===== config.mk =====
export PLATFORM = sky130hd
export DESIGN_NAME = wb_cmd_master
export DESIGN_NICKNAME = d
export VERILOG_FILES = /design/src/rtl/wb_cmd_master_pkg.sv /design/src/rtl/wb_cmd_master.sv
export SDC_FILE = /design/constraint.sdc
export NUM_CORES = 1
export LEC_CHECK = 0
export BUFFER_PORTS_ARGS = -buffer_cell sky130_fd_sc_hd__clkbuf_2
export CAP_MARGIN = 30
export CORE_MARGIN = 3
export CORE_UTILIZATION = 50
export DETAILED_ROUTE_END_ITERATION = 8
export PLACE_DENSITY = 0.85
export SLEW_MARGIN = 10
export SYNTH_ARGS = -nofsm -noshare
export SYNTH_HDL_FRONTEND = slang
export SYNTH_SLANG_ARGS = --single-unit

===== constraint.sdc =====
create_clock -name i_clk -period 4.9 [get_ports i_clk]
set_input_delay 0.98 -clock i_clk [delete_from_list [all_inputs] [get_ports i_clk]]
set_output_delay 0.98 -clock i_clk [all_outputs]
set_load 0.005 [all_outputs]

===== src/rtl/wb_cmd_master_pkg.sv =====
// Shared types and constants for the Wishbone command master and the
// peripheral responders that sit behind it.
package wb_cmd_master_pkg;

    localparam int ADR_W = 32;
    localparam int DAT_W = 32;
    localparam int SEL_W = 4;

    localparam int DEFAULT_TIMEOUT_CYCLES = 255;

    typedef enum logic [1:0] {
        ST_IDLE = 2'd0,
        ST_BUS  = 2'd1,
        ST_RESP = 2'd2
    } state_t;

endpackage


===== src/rtl/wb_cmd_master.sv =====
// Single-outstanding Wishbone classic initiator: one bus transaction per
// command, read data / timeout error returned on a valid/ready response stream.
module wb_cmd_master
    import wb_cmd_master_pkg::*;
#(
    parameter int TIMEOUT_CYCLES = DEFAULT_TIMEOUT_CYCLES,
    localparam int CNT_W         = $clog2(TIMEOUT_CYCLES + 1)
) (
    input  logic             i_clk,
    input  logic             i_reset_n,

    input  logic             i_cmd_valid,
    output logic             o_cmd_ready,
    input  logic [ADR_W-1:0] i_cmd_adr,
    input  logic [DAT_W-1:0] i_cmd_dat,
    input  logic [SEL_W-1:0] i_cmd_sel,
    input  logic             i_cmd_we,

    output logic             o_rsp_valid,
    input  logic             i_rsp_ready,
    output logic [DAT_W-1:0] o_rsp_dat,
    output logic             o_rsp_err,
    output logic             o_busy,

    output logic [ADR_W-1:0] o_wb_adr,
    output logic [DAT_W-1:0] o_wb_dat,
    output logic [SEL_W-1:0] o_wb_sel,
    output logic             o_wb_we,
    output logic             o_wb_cyc,
    output logic             o_wb_stb,
    input  logic [DAT_W-1:0] i_wb_dat,
    input  logic             i_wb_ack
);

    localparam logic [CNT_W-1:0] CNT_LAST = CNT_W'(TIMEOUT_CYCLES - 1);

    state_t             state_q, state_d;
    logic [CNT_W-1:0]   cnt_q, cnt_d;
    logic [ADR_W-1:0]   adr_q, adr_d;
    logic [DAT_W-1:0]   dat_q, dat_d;
    logic [SEL_W-1:0]   sel_q, sel_d;
    logic               we_q, we_d;
    logic               cyc_q, cyc_d;
    logic               stb_q, stb_d;
    logic               rsp_valid_q, rsp_valid_d;
    logic [DAT_W-1:0]   rsp_dat_q, rsp_dat_d;
    logic               rsp_err_q, rsp_err_d;

    // NOTE: every signal gets a hold-value default before the case so that no
    // path through the block leaves it unassigned, which would infer a latch.
    always_comb begin
        state_d     = state_q;
        cnt_d       = cnt_q;
        adr_d       = adr_q;
        dat_d       = dat_q;
        sel_d       = sel_q;
        we_d        = we_q;
        cyc_d       = cyc_q;
        stb_d       = stb_q;
        rsp_valid_d = rsp_valid_q;
        rsp_dat_d   = rsp_dat_q;
        rsp_err_d   = rsp_err_q;

        case (state_q)
            ST_IDLE: begin
                if (i_cmd_valid) begin
                    adr_d   = i_cmd_adr;
                    dat_d   = i_cmd_dat;
                    sel_d   = i_cmd_sel;
                    we_d    = i_cmd_we;
                    cyc_d   = 1'b1;
                    stb_d   = 1'b1;
                    cnt_d   = '0;
                    state_d = ST_BUS;
                end
            end

            ST_BUS: begin
                // Ack is checked before the timeout so it wins on the last cycle.
                if (stb_q && i_wb_ack) begin
                    cyc_d       = 1'b0;
                    stb_d       = 1'b0;
                    rsp_dat_d   = we_q ? '0 : i_wb_dat;
                    rsp_err_d   = 1'b0;
                    rsp_valid_d = 1'b1;
                    state_d     = ST_RESP;
                end else if (cnt_q == CNT_LAST) begin
                    cyc_d       = 1'b0;
                    stb_d       = 1'b0;
                    rsp_dat_d   = '0;
                    rsp_err_d   = 1'b1;
                    rsp_valid_d = 1'b1;
                    state_d     = ST_RESP;
                end else begin
                    cnt_d = cnt_q + CNT_W'(1);
                end
            end

            ST_RESP: begin
                if (i_rsp_ready) begin
                    rsp_valid_d = 1'b0;
                    state_d     = ST_IDLE;
                end
            end

            default: state_d = ST_IDLE;
        endcase
    end

    // NOTE: state is updated with non-blocking assignments so every register
    // samples the pre-edge values regardless of statement order.
    always_ff @(posedge i_clk or negedge i_reset_n) begin
        if (!i_reset_n) begin
            state_q     <= ST_IDLE;
            cnt_q       <= '0;
            adr_q       <= '0;
            dat_q       <= '0;
            sel_q       <= '0;
            we_q        <= 1'b0;
            cyc_q       <= 1'b0;
            stb_q       <= 1'b0;
            rsp_valid_q <= 1'b0;
            rsp_dat_q   <= '0;
            rsp_err_q   <= 1'b0;
        end else begin
            state_q     <= state_d;
            cnt_q       <= cnt_d;
            adr_q       <= adr_d;
            dat_q       <= dat_d;
            sel_q       <= sel_d;
            we_q        <= we_d;
            cyc_q       <= cyc_d;
            stb_q       <= stb_d;
            rsp_valid_q <= rsp_valid_d;
            rsp_dat_q   <= rsp_dat_d;
            rsp_err_q   <= rsp_err_d;
        end
    end

    assign o_cmd_ready = (state_q == ST_IDLE);
    assign o_busy      = (state_q != ST_IDLE);
    assign o_rsp_valid = rsp_valid_q;
    assign o_rsp_dat   = rsp_dat_q;
    assign o_rsp_err   = rsp_err_q;
    assign o_wb_adr    = adr_q;
    assign o_wb_dat    = dat_q;
    assign o_wb_sel    = sel_q;
    assign o_wb_we     = we_q;
    assign o_wb_cyc    = cyc_q;
    assign o_wb_stb    = stb_q;

endmodule

Word level (Yosys, flattened, before mapping) --
Cells that the tools add are included.
Storage, ports and cells: register bits after elaboration 114, logic and storage cells 52
Operators by class: $add $sub $neg 1, eq/ne operators 8, muxes and demuxes 21, reduce and logical (&&, ||, !) cells 12
Operators by type and width (count):
- 2-to-1 mux 32 bit | 3
- 2-to-1 mux 8 bit | 3
- case mux 8 bit (2 select lines) | 1
- AND reduction 3 bit | 3
- adder 8 x 1 -> 8 bit, second input constant | 1
- == test 8 bit, second input constant | 1
- 2-to-1 mux 2 bit | 4
- != test 2 bit, second input constant | 4
- nonzero test 2 bit | 4
- 2-to-1 mux 1 bit | 7
- case mux 2 bit (3 select lines) | 1
- case mux 1 bit (2 select lines) | 2
- AND reduction 2 bit | 2
- AND reduction 4 bit | 1
- != test 3 bit, second input constant | 1
- == test 2 x 1 -> 1 bit, second input constant | 1
- == test 2 bit, second input constant | 1
- zero test 2 bit | 1
- logical AND 1 bit | 1

Logic depth before layout (Yosys ltp) --
word-level depth 4, mapped depth 8, mapped depth without buffers 6

Worst setup path before layout --
No wires, ideal clock.
path kind input port to flip-flop, from input port i_wb_ack, to register cnt_q[7], library setup time 0.131 ns, data arrival time 1.805 ns, data required time 4.769 ns, path slack 2.964 ns, stages 4, cells stage by stage nand2_1 > o211ai_2 > o311a_1 > or3_1
On the way: cells in the longest elaborated chain, start to end 3
Ends and longest elaborated chain:
- start: declaration | RTL line wb_cmd_master.sv:32 | input logic i_wb_ack
- logical AND 1 bit | RTL line wb_cmd_master.sv:80 | if (stb_q && i_wb_ack) begin
- != test 2 bit (no line)
- AND reduction 4 bit (no line)
- end signal: assignment | RTL line wb_cmd_master.sv:127 | cnt_q <= cnt_d;
- end: declaration | RTL line wb_cmd_master.sv:38 | logic [CNT_W-1:0] cnt_q, cnt_d;
Every way passes these cells. A chain may end at the register's enable or synchronous reset.

Worst setup path after layout --
from register state_q[0], to output port o_busy
On the way: cells in the longest elaborated chain, start to end 1
Ends and longest elaborated chain:
- start: declaration | RTL line wb_cmd_master.sv:37 | state_t state_q, state_d;
- start signal: assignment | RTL line wb_cmd_master.sv:126 | state_q <= state_d;
- nonzero test 2 bit | RTL line wb_cmd_master.sv:141 | assign o_busy = (state_q != ST_IDLE);
- end: declaration | RTL line wb_cmd_master.sv:23 | output logic o_busy,
Every way passes these cells.

==> metrics <==
status finished, final reports clean; drt first-iter violations 97; via-per-instance ratio 5.04; layout cells sized above 1 55.9%; commonest non-fill, non-tap cell in the layout clkbuf_2; Seq/Total Area, Yosys 61.3%; reg2reg start cnt_q[0]$_DFFE_PN0P_; crit path kind reg2out; final slew viol count 0; met3 Resource Use GR 6.63%; Clock power frac 28.2%; Clock Pin Slew Worst Setup and Hold Paths 0.06 ns; ANT cells 0; Buf/Inv on CP 2; Cell variety after synth 38; Die W 103 um; routed vias 3,491; first-pass GRT wire length 17.4 mm; layout filler cell count 646; detailed placer's ending HPWL 8.50 mm; Cells after Synth 353; slack of the worst reg-to-reg path 2.73 ns; largest net degree at the start of global routing 61; Synthesis Warnings 0; FF+latch count, synth 114; # IOs 213; worst IR drop on VDD 356 uV; Nets 680; P_sw 1.30 mW; P_int 2.78 mW; Crit path largest cell delay 0.40 ns; GRT Total Usage 21.9%; unrepaired setup endpoints after global routing no; R2R cell count 7; Routed wire per std cell 16.5 um; RR Endpoint o_rsp_dat[12]$_DFFE_PN0P_; crit path launch type flop; Worst-Skew Late Latency 0.50 ns; core box area 8890 um^2; Tmin final 2.33 ns; GR Overflow Total 0; Post-Route WL 11.5 mm; CP Cell Sequence nor2_1 -> inv_1 -> clkbuf_2; Inserted Clock Buffers 17; slowest cell on the critical path dfrtp_1; Leakage 3.42 nW; Hold Buf Count CTS 0; FFs w/ async S/R, synth 100%; antenna viol nets, final 0; clk root buf clkbuf_8; relative slew slack 48.3%; Req. time, crit path 3.92 ns; CP max FO 4; Hold Path Class in2async; PD cells 638 nW/um^2; CTS tree built; routability congestion estimate 0.855; Initial Utilization 52.4%; CP Capture Type primary output; combinational power share 32.9%; fin crit share 47.5%; H-tree levels 4; post-CTS sizing 0; Top delay family on crit path flip-flops; Top FF cell, synth dfrtp_1; synthesized cell area 4660 um^2; drt pass-1 iters 5; Area Growth Syn to Fin 37.4%; Remaining DRCs 0; placed instance area 5830 um^2; CTS Buffer Depth 2; DIE HEIGHT 103 um; GRT Max-Usage Layer met2; full die area 10,500 um^2; final setup fails 0; M1 GR Usage 24.5%; number of flops mapped to enable cells by yosys 0; Syn Area/Cell 13.2 um^2; Seq pwr share 38.9%; Port-buffer cells 212; fmax 0.430 GHz; final total power 4.08 mW; clock sinks 114; Worst Max-Slew Pin Slew 0.772 ns; Post-CTS Setup Repair Bufs 0; Net Count, Synth 461; Arrival @ worst endpoint 1.35 ns; switching part of the total 31.8%; setup TNS 0 ns; Final Skew 0.00947 ns; max-cap viol count 0; Final Hold Fails 0; initial antenna violation count 0; vias in the first global route 3,582; post-route cell area 6400 um^2; FP Rows 34; met2 Use GR 38.9%; most frequent cells in the layout clkbuf_2, dfrtp_1, mux2_2, nand2_1, inv_1
[metrics by stage]
| stage | hold WS [ns] | setup slack [ns] | utilization, % | std cells |
|---|---|---|---|---|
| after floorplan | 0.483 | 2.96 | - | 353 |
| after global placement | 0.487 | 2.18 | 65.0 | 659 |
| after detailed placement | 0.493 | 2.11 | 65.6 | 661 |
| after CTS | 0.376 | 2.54 | 72.0 | 693 |
| after global routing | 0.391 | 2.45 | 72.0 | 693 |
| final | 0.386 | 2.57 | 72.0 | 693 |
[power by group through the flow]
stage               sequential [mW]  combinational [mW]  clock, mW
floorplan                      1.60               0.703          0
global placement               1.57                1.27          0
finish                         1.59                1.34       1.15
detailed placement             1.60                1.36          0
global route                   1.64                1.47       1.21
CTS                            1.59                1.37       1.17
[layer usage]
metal	up-vias	wire length, um
met5	-	0
met1	1718	4110
li1	1620	-
met2	136	6480
met3	17	660
met4	0	209
[registers in the layout (all words and copies together), names as in the netlist]
register     cells
o_wb_stb         1
cnt_q            8
o_wb_sel         4
o_rsp_err        1
state_q          2
o_wb_dat        32
o_rsp_dat       32
o_rsp_valid      1
o_wb_adr        32
o_wb_we          1
[worst reg2reg max path, cell delays in order (launching register included)]
cell,delay (ns)
dfrtp_1,0.43
inv_1,0.06
ha_1,0.20
nand4_2,0.14
nor2_1,0.12
o21ai_4,0.42
buf_4,0.46
mux2i_1,0.25
[cells in the mapped netlist, types with 2 or more instances]
master	count	area share (%)
dfrtp_1	114	61
mux2_2	69	17
nand2_1	39	3.1
inv_1	37	3.0
mux2i_1	33	7.1
buf_2	8	0.86
o21ai_0	6	0.64
nor2_1	5	0.40
buf_6	4	0.97
nand3_1	4	0.43
clkbuf_1	3	0.24
or3_1	3	0.40
a21oi_1	2	0.21
ha_1	2	0.54
[worst max-delay path by stage]
stage	slack [ns]	start	endpoint	depth (start not counted)
6_report	2.57	state_q[0]$_DFFE_PN0P_	o_busy	3
5_1_grt	2.45	state_q[0]$_DFFE_PN0P_	o_busy	3
4_1_cts	2.54	state_q[0]$_DFFE_PN0P_	o_busy	3
3_5_place_dp	2.11	i_cmd_valid	o_wb_dat[1]$_DFFE_PN0P_	4
3_3_place_gp	2.18	i_cmd_valid	o_wb_adr[31]$_DFFE_PN0P_	4
2_1_floorplan	2.96	i_wb_ack	cnt_q[7]$_DFFE_PN0P_	4
[kinds of logic (layout without fill, tap and decap cells)]
logic type / count (synthesis) / in the layout / share of synthesized area (%)
AND/OR/NAND/NOR: 63 / 63 / 6.34
AO/OA/AOI/OAI: 18 / 18 / 2.58
buffers and inverters: 54 / 286 / 5.51
flip-flops: 114 / 114 / 61.3
multiplexers: 102 / 102 / 23.8
adder cells (fa/ha/maj): 2 / 2 / 0.537
[area by class of cell]
cell class,count,area (um^2),area share (%)
Clock buffer,19,442,6.90
Clock inverter,13,126,1.97
Inverter,37,139,2.17
Multi-Input combinational cell,185,1560,24.4
Sequential cell,114,2850,44.6
Tap cell,108,135,2.11
Timing Repair Buffer,217,1140,17.8
No activity file was read; power rests on OpenSTA's default activity.
